## src/rtl/mem_byte_sequencer.sv

```systemverilog
// Splits 32-bit load/store requests into little-endian byte accesses on a
// byte-wide memory, then returns one response with reassembled, extended data.
module mem_byte_sequencer #(
  parameter bit ALIGN_CHECK = 1'b1,
  parameter int ADDR_W      = 32
) (
  input  logic              clk,
  input  logic              rst,
  input  logic              req_valid,
  output logic              req_ready,
  input  logic              req_wr,
  input  logic [1:0]        req_size,
  input  logic              req_signed,
  input  logic [ADDR_W-1:0] req_addr,
  input  logic [31:0]       req_wdata,
  output logic              resp_valid,
  input  logic              resp_ready,
  output logic [31:0]       resp_rdata,
  output logic              resp_err,
  output logic              mem_enable,
  output logic              mem_wr,
  output logic [ADDR_W-1:0] mem_addr,
  output logic [7:0]        mem_wdata,
  input  logic [7:0]        mem_rdata
);

  typedef enum logic [1:0] {IDLE, XFER, RESP} state_t;

  state_t            state;
  logic [ADDR_W-1:0] base;
  logic [31:0]       wdata_q;
  logic [31:0]       buf_q;
  logic              wr_q;
  logic              sgn_q;
  logic [1:0]        size_q;
  logic [1:0]        cnt;
  logic              err_q;

  logic              req_err;
  logic [1:0]        last_idx;
  logic [31:0]       ext;

  assign req_err = (req_size == 2'b11) ||
                   (ALIGN_CHECK && ((req_size == 2'b01 && req_addr[0]) ||
                                    (req_size == 2'b10 && req_addr[1:0] != 2'b00)));

  always_comb begin
    case (size_q)
      2'b00:   last_idx = 2'd0;
      2'b01:   last_idx = 2'd1;
      default: last_idx = 2'd3;
    endcase
  end

  always_ff @(posedge clk) begin
    if (rst) begin
      state <= IDLE;
      cnt   <= 2'd0;
      buf_q <= 32'd0;
      err_q <= 1'b0;
    end else begin
      case (state)
        IDLE: if (req_valid) begin
          base    <= req_addr;
          wdata_q <= req_wdata;
          wr_q    <= req_wr;
          size_q  <= req_size;
          sgn_q   <= req_signed;
          cnt     <= 2'd0;
          buf_q   <= 32'd0;
          err_q   <= req_err;
          state   <= req_err ? RESP : XFER;
        end
        XFER: begin
          // Stores leave the buffer at zero so the ack carries rdata=0.
          if (!wr_q) buf_q[{cnt, 3'b000} +: 8] <= mem_rdata;
          cnt <= cnt + 2'd1;
          if (cnt == last_idx) state <= RESP;
        end
        RESP: if (resp_ready) state <= IDLE;
        default: state <= IDLE;
      endcase
    end
  end

  always_comb begin
    case (size_q)
      2'b00:   ext = {{24{sgn_q & buf_q[7]}},  buf_q[7:0]};
      2'b01:   ext = {{16{sgn_q & buf_q[15]}}, buf_q[15:0]};
      default: ext = buf_q;
    endcase
  end

  // Reset gates the strobes so an in-flight write cannot land on the reset edge.
  assign req_ready  = ~rst & (state == IDLE);
  assign resp_valid = ~rst & (state == RESP);
  assign mem_enable = ~rst & (state == XFER);
  assign mem_wr     = mem_enable & wr_q;
  assign mem_addr   = base + ADDR_W'(cnt);
  assign mem_wdata  = (state == XFER && wr_q) ? wdata_q[{cnt, 3'b000} +: 8] : 8'd0;
  assign resp_rdata = (state == RESP) ? ext : 32'd0;
  assign resp_err   = err_q & (state == RESP);

endmodule
```

## config.mk

```make
export PLATFORM = sky130hd
export DESIGN_NAME = mem_byte_sequencer
export DESIGN_NICKNAME = d
export VERILOG_FILES = /design/src/rtl/mem_byte_sequencer.sv
export SDC_FILE = /design/constraint.sdc
export NUM_CORES = 1
export LEC_CHECK = 0
export ABC_AREA = 0
export CAP_MARGIN = 15
export CORE_ASPECT_RATIO = 0.75
export CORE_MARGIN = 2
export CORE_UTILIZATION = 45
export CTS_BUF_LIST = sky130_fd_sc_hd__clkbuf_8 sky130_fd_sc_hd__clkbuf_16
export DETAILED_ROUTE_END_ITERATION = 8
export GPL_TIMING_DRIVEN = 0
export PLACE_DENSITY = 0.76
export SKIP_LAST_GASP = 1
export SLEW_MARGIN = 10
export SYNTH_ARGS = -nofsm -noshare
export SYNTH_HDL_FRONTEND = slang
export SYNTH_SLANG_ARGS = --single-unit
```

## constraint.sdc

```tcl
create_clock -name clk -period 3.5 [get_ports clk]
set_input_delay 0.7 -clock clk [delete_from_list [all_inputs] [get_ports clk]]
set_output_delay 0.7 -clock clk [all_outputs]
set_load 0.03 [all_outputs]
```

==> results of run 1 <==
-- flip-flops by register name (all words and copies together), names as in the netlist --
| name | count |
|---|---|
| base | 32 |
| buf_q | 32 |
| cnt | 2 |
| err_q | 1 |
| sgn_q | 1 |
| size_q | 2 |
| state | 2 |
| wdata_q | 32 |
| wr_q | 1 |
-- cell usage in the layout (no fill, tap or decap), drive strengths merged, types with 3 or more instances in the layout --
cell type / count
clkbuf: 23
inv: 23
dlymetal6s2s: 3
clkdlybuf4s50: 142
nand4: 13
clkinvlp: 3
a22oi: 17
dfxtp: 37
ha: 7
mux4: 8
a21oi: 44
buf: 14
nor4b: 3
nor2: 30
and2: 11
a21o: 5
and3: 10
o21ai: 12
dlygate4sd2: 5
xnor2: 26
nand2b: 6
nand3b: 4
edfxtp: 68
nor4: 6
nor2b: 4
xor2: 6
nand2: 31
nand3: 26
-- timing repair --
action                                  in CTS  in global routing
resized for setup                           36                 12
pin swaps                                    1                  2
setup buffers                                0                  3
endpoints found under the setup margin      25                 17
-- final timing paths --
kind	from	endpoint	slack (ns)	cells past startpoint
hold / removal	buf_q[4]$_SDFFE_PP0P_	buf_q[4]$_SDFFE_PP0P_	0.46	2
setup reg to reg	cnt[0]$_SDFFE_PP0P_	buf_q[22]$_SDFFE_PP0P_	0.99	8
hold reg to reg	buf_q[4]$_SDFFE_PP0P_	buf_q[4]$_SDFFE_PP0P_	0.46	2
setup / recovery	cnt[1]$_SDFFE_PP0P_	mem_addr[6]	0.08	7
-- cell families (layout without fill, tap and decap cells) --
family	after synthesis	after routing	synth area share, %
adders and majority gates	8	8	2.18
DFF	105	105	56.5
buffers and inverters	40	216	3.35
xor gates and xnor gates	32	32	5.69
AOI/OAI and AO/OA	82	82	9.75
and+or+nand+nor	149	149	18.5
muxes	10	10	4.06
-- critical path, cell delays in order (launching register included) --
cell,delay [ns]
dfxtp_4,0.38
clkbuf_8,0.18
inv_1,0.11
fa_2,0.43
and4b_2,0.34
nand2_1,0.07
xnor2_1,0.15
clkdlybuf4s50_1,0.69
-- layout make-up --
| class | count | area (µm²) | share of cell area (%) |
|---|---|---|---|
| Timing Repair Buffer | 160 | 1580 | 22.5 |
| Multi-Input combinational cell | 281 | 1990 | 28.4 |
| Tap cell | 140 | 175 | 2.50 |
| Sequential cell | 105 | 2790 | 39.7 |
| Buffer | 18 | 93.8 | 1.34 |
| Inverter | 22 | 82.6 | 1.18 |
| Clock buffer | 9 | 225 | 3.21 |
| Clock inverter | 7 | 78.8 | 1.12 |
-- metal layers --
layer / vias to the layer above / GRT usage [%] / share of wire [%]
li1: 1882 / - / -
met1: 1909 / 27.8 / 44
met2: 140 / 36.7 / 48
met3: 25 / 4.70 / 5.1
met4: 0 / 9.44 / 2.6
met5: - / 0 / 0
-- through the flow --
stage | total power [mW] | util, % | hold WS [ns] | TNS, ns
global route | 3.02 | 65.1 | 0.475 | 0
global placement | 1.90 | 61.8 | 0.439 | -5.63
finish | 2.90 | 65.1 | 0.457 | 0
floorplan | 1.69 | - | 0.427 | 0
detailed placement | 1.92 | 62.0 | 0.440 | -6.16
CTS | 2.92 | 64.8 | 0.457 | 0
-- where the power goes --
part           switching [mW]  internal (mW)
Combinational           0.263          0.208
Sequential             0.0355           1.38
Clock                   0.454          0.559
Total                   0.752           2.15
-- cell usage after synthesis (3+ instances only) --
cell / number
nand3b_1: 4
nand2b_1: 5
and2_1: 11
xor2_1: 6
nor2b_1: 4
dfxtp_1: 37
nor2_1: 30
clkbuf_1: 12
edfxtp_1: 68
xnor2_1: 26
buf_2: 3
a21oi_1: 44
nand4_1: 12
and3_1: 10
ha_1: 7
a22oi_1: 17
nor4_4: 6
nand2_1: 31
a21o_1: 5
o21ai_0: 11
mux4_2: 8
nand3_1: 25
inv_1: 22
==> flow_metrics.py, run 1 <==
metrics = {
    "clocking": {
        "htree_levels": 3,
        "cts_tree": "done",
        "ctsHoldBuffers": 0,
        "cts_buffer_depth": 2,
        "clk_latency_ns": 0.34,
        "clock-sinks": 105,
        "clkTransAtPathRegs_ns": 0.07,
        "cts-root-buf": "clkbuf_16",
        "cts_inserted_buffers": 9,
    },
    "global_route": {
        "grt_pass1_vias": 4026,
        "grt_max_degree": 48,
        "grt.overflow.total": 0,
        "grt_usage_pct": 21.9,
        "antenna_found_initial": 0,
        "grt_pass1_wl_mm": 20.1,
    },
    "synthesis": {
        "synth_top_area_share_pct": 41.5,
        "synthFlopType": "edfxtp_1",
        "synth_largest_area_cell": "edfxtp_1",
        "syn_nets": 514,
        "ys.warnings.count": 0,
        "synth_edf_count": 68,
        "seq_area_frac_synth_pct": 56.5,
        "synth_cell_type_count": 40,
        "syn_avg_cell_area_um2": 11.6,
        "synth_seq_cells": 105,
        "syn-cell-area_um2": 4930,
        "synthCells": 426,
        "async_reset_ff_share_pct": 0,
        "synthTopCellsByArea": "edfxtp_1, dfxtp_1, xnor2_1",
    },
    "hold_path": {
        "hp-class": "flip-flop to flip-flop",
    },
    "drt": {
        "drt-initial-drc-count": 297,
        "wl_mm": 12.7,
        "dr.pass1.iters": 5,
        "vias_per_cell": 5.33,
        "drtAntennaViolNets": 0,
        "drc": 0,
        "wire_per_inst_um": 17.1,
        "vias": 3956,
    },
    "floorplan": {
        "fp.dieH_um": 94.6,
        "io_pins": 157,
        "coreArea_um2": 10800,
        "rows": 33,
        "die_area_um2": 11800,
        "dieWidth_um": 125,
        "start_util_pct": 45.7,
    },
    "placed_design": {
        "placed_cell_area_um2": 6690,
        "dp.cells": 723,
        "io_buffer_count": 156,
        "gp_congestion": 0.847,
        "dpl.hpwl_mm": 9.42,
        "dp_slack_ns": -0.688,
    },
    "sta": {
        "final.setup.worst_slack_ns": 0.0822,
        "post-route-period-util_pct": 97.7,
        "slew_headroom_pct": 57.6,
        "clock_skew_ns": 0.00652,
        "hold_viol": 0,
        "fmax_ghz": 0.293,
        "rsz0062_at_grt": "false",
        "drv_slew": 0,
        "setup_viol": 0,
        "finalCriticalPeriod_ns": 3.42,
        "worstMarginPinSlew_ns": 0.636,
    },
    "layout": {
        "fill_cells": 833,
        "nets": 685,
        "antenna_cells": 0,
        "drive_gt1_share_pct": 9.63,
        "finalInstanceArea_um2": 7010,
        "syn_to_final_growth_pct": 42.4,
        "fin_cells": 742,
    },
    "worst_setup_path": {
        "end_kind": "output port",
        "worst_setup_path_start_kind": "flip-flop",
        "worstPathArrival_ns": 2.72,
        "critPathKind": "flip-flop to output port",
        "required_ns": 2.80,
        "path_max_fanout": 10,
    },
    "pwr": {
        "peakVddDrop_v": 0.000381,
        "p_per_area_nw_per_um2": 414,
        "p_leak_nw": 2.43,
    },
    "run": {
        "cap_violations": 0,
    },
    "outcome": {
        "status": "complete, no violations",
    },
}
(Power assumes the default switching activity.)
==> run 2, diff against run 1 <==
--- a/config.mk
+++ b/config.mk
@@ -5,7 +5,7 @@
 export SDC_FILE = /design/constraint.sdc
 export NUM_CORES = 1
 export LEC_CHECK = 0
-export ABC_AREA = 0
+export ABC_AREA = 1
 export CAP_MARGIN = 15
 export CORE_ASPECT_RATIO = 0.75
 export CORE_MARGIN = 2
@@ -13,7 +13,7 @@
 export CTS_BUF_LIST = sky130_fd_sc_hd__clkbuf_8 sky130_fd_sc_hd__clkbuf_16
 export DETAILED_ROUTE_END_ITERATION = 8
 export GPL_TIMING_DRIVEN = 0
-export PLACE_DENSITY = 0.76
+export PLACE_DENSITY = 0.74
 export SKIP_LAST_GASP = 1
 export SLEW_MARGIN = 10
 export SYNTH_ARGS = -nofsm -noshare
==> run 2 against run 1 <==
Effect of this change: hold slack gained 0.028 ns; highest routed layer unchanged; clock power is essentially flat; global-route usage grew 1.4 points; largest power group unchanged; first-iteration DRC count grew 74%; worst setup slack gained 0.087 ns; clock-buffer cell count is the same.
==> flow_metrics.py, run 2 <==
metrics = {
    "drt": {
        "wl_mm": 14.8,
        "vias_per_cell": 4.91,
        "vias": 5192,
        "dr.pass1.iters": 5,
        "wire_per_inst_um": 14.0,
        "drtAntennaViolNets": 0,
        "drc": 0,
        "drt-initial-drc-count": 518,
    },
    "synthesis": {
        "synth_xor_area_share_pct": 2.56,
        "synth_seq_cells": 105,
        "syn-cell-area_um2": 5470,
        "synth_edf_count": 68,
        "synth_common_cells": "nand2_1, nor2_1, inv_1",
        "synth_compound_area_share_pct": 5.56,
        "synth_largest_area_cell": "edfxtp_1",
        "ys.warnings.count": 0,
        "async_reset_ff_share_pct": 0,
        "synth_top_area_share_pct": 37.4,
        "syn_nets": 810,
        "syn_avg_cell_area_um2": 7.57,
        "muxShareOfSynthArea_pct": 0,
        "synthFlopType": "edfxtp_1",
        "synthTopCellsByArea": "edfxtp_1, nand2_1, dfxtp_1",
        "seq_area_frac_synth_pct": 50.9,
        "synth.most_common_cell": "nand2_1",
        "yosys.area_share.simple_pct": 32.7,
        "synth_cell_type_count": 25,
        "synth_fa_ha_area_share_pct": 1.97,
        "synth_top_family_by_area": "simple AND/OR/NAND/NOR gates",
        "synthCells": 722,
    },
    "global_route": {
        "antenna_found_initial": 0,
        "grt.overflow.total": 0,
        "grt_max_degree": 21,
        "grt_util_met1_pct": 31.8,
        "grt_pass1_vias": 5065,
        "grt.busiest_layer": "met2",
        "use_met3_pct": 6.17,
        "met2_usage_pct": 37.3,
        "grt_usage_pct": 23.2,
        "grt_pass1_wl_mm": 24.3,
    },
    "clocking": {
        "ctsHoldBuffers": 0,
        "htree_levels": 3,
        "post_cts_buffers": 0,
        "cts_inserted_buffers": 9,
        "clock-sinks": 105,
        "clk_latency_ns": 0.35,
        "cts_tree": "done",
        "cts_buffer_depth": 2,
        "cts-root-buf": "clkbuf_16",
        "clkTransAtPathRegs_ns": 0.08,
    },
    "worst_setup_path": {
        "critPathKind": "flip-flop to output port",
        "end_kind": "output port",
        "rrSetupSlack_ns": 1.00,
        "required_ns": 2.80,
        "worst_setup_path_start_kind": "flip-flop",
        "worstPathArrival_ns": 2.63,
        "path_max_fanout": 6,
    },
    "floorplan": {
        "die_area_um2": 13100,
        "dieWidth_um": 131,
        "start_util_pct": 46.6,
        "rows": 34,
        "coreArea_um2": 11700,
        "fp.dieH_um": 99.5,
        "io_pins": 157,
    },
    "sta": {
        "drv_slew": 0,
        "slew_headroom_pct": 45.0,
        "post-route-period-util_pct": 95.2,
        "setup_viol": 0,
        "rsz0062_at_grt": "false",
        "worstMarginPinSlew_ns": 0.823,
        "clock_skew_ns": 0.00817,
        "timing.hold.ws_ns": 0.485,
        "hold_viol": 0,
        "finalCriticalPeriod_ns": 3.33,
        "fmax_ghz": 0.300,
    },
    "pwr": {
        "peakVddDrop_v": 0.000250,
        "p_per_area_nw_per_um2": 425,
        "power.total_mw": 3.24,
        "p_leak_nw": 3.23,
    },
    "layout": {
        "antenna_cells": 0,
        "largestRegisters": "base x32, buf_q x32, wdata_q x32",
        "syn_to_final_growth_pct": 39.3,
        "layout_common_cells": "nand2_1, nor2_1, clkdlybuf4s50_1",
        "post-route-util_pct": 64.9,
        "drive_gt1_share_pct": 5.36,
        "fin_cells": 1058,
        "mostFrequentLayoutCell": "nand2_1",
        "nets": 979,
    },
    "hold_path": {
        "hp-class": "flip-flop to flip-flop",
    },
    "outcome": {
        "status": "complete, no violations",
    },
    "run": {
        "cap_violations": 0,
    },
    "placed_design": {
        "gp_congestion": 0.930,
        "dpl.hpwl_mm": 11.5,
        "io_buffer_count": 155,
        "dp.cells": 1042,
    },
}
run 2: worst paths after layout:
path / start / end / cells past startpoint
worst max-delay path: cnt[0]$_SDFFE_PP0P_ / mem_addr[30] / 9
worst min-delay path: buf_q[2]$_SDFFE_PP0P_ / buf_q[2]$_SDFFE_PP0P_ / 2
worst max register to register: cnt[0]$_SDFFE_PP0P_ / buf_q[18]$_SDFFE_PP0P_ / 9
worst min register to register: buf_q[2]$_SDFFE_PP0P_ / buf_q[2]$_SDFFE_PP0P_ / 2
run 2: report_power, final:
part / switching [mW] / total, mW / internal [mW]
combinational: 0.445 / 0.738 / 0.293
sequential: 0.0594 / 1.49 / 1.44
clock: 0.499 / 1.00 / 0.505
run 2: metrics by stage:
stage | setup TNS, ns | worst slack [ns] | cell area (µm²)
detailed placement | -0.276 | -0.110 | 7300
global placement | -30.39 | -0.449 | 7230
finish | 0 | 0.170 | 7610
CTS | 0 | 0.00469 | 7590
global route | 0 | 0.00326 | 7610
floorplan | 0 | 0.521 | 5480
run 2: cell families (layout without fill, tap and decap cells):
logic type / count (synthesis) / count (layout)
AND/OR/NAND/NOR: 443 / 443
flip-flops: 105 / 105
buffers and inverters: 90 / 264
AO/OA/AOI/OAI: 60 / 60
XOR/XNOR: 16 / 16
adder cells (fa/ha/maj): 8 / 8
run 2: repair_timing:
item | 4_1_cts | 5_1_grt
resized for setup | 8 | 20
endpoints found under the setup margin | 14 | 18
pin swaps | 0 | 0
run 2: cell type report:
class,instances,area (µm²)
fillers,1014,4130
flip-flops and latches,105,2780
multi-input cells,527,2350
repair buffers,158,1630
inverters,76,288
clock buffers,9,225
well taps,162,203
clock inverters,7,75.1
plain buffers,14,58.8
run 2: critical path: stages, from the launching register on:
cell	delay, ns
dfxtp_1	0.46
ha_1	0.22
inv_1	0.05
fa_1	0.44
inv_1	0.14
nand2_1	0.13
nor2_1	0.26
nand3b_1	0.12
nand2_1	0.08
clkdlybuf4s15_1	0.36
run 2: per-layer routing:
| metal | part of all wire, % | wire length [µm] | up-vias |
|---|---|---|---|
| met1 | 47 | 6880 | 2357 |
| met5 | 0 | 0 | - |
| met2 | 44 | 6460 | 210 |
| li1 | - | - | 2608 |
| met3 | 8.5 | 1250 | 17 |
| met4 | 1.4 | 200 | 0 |
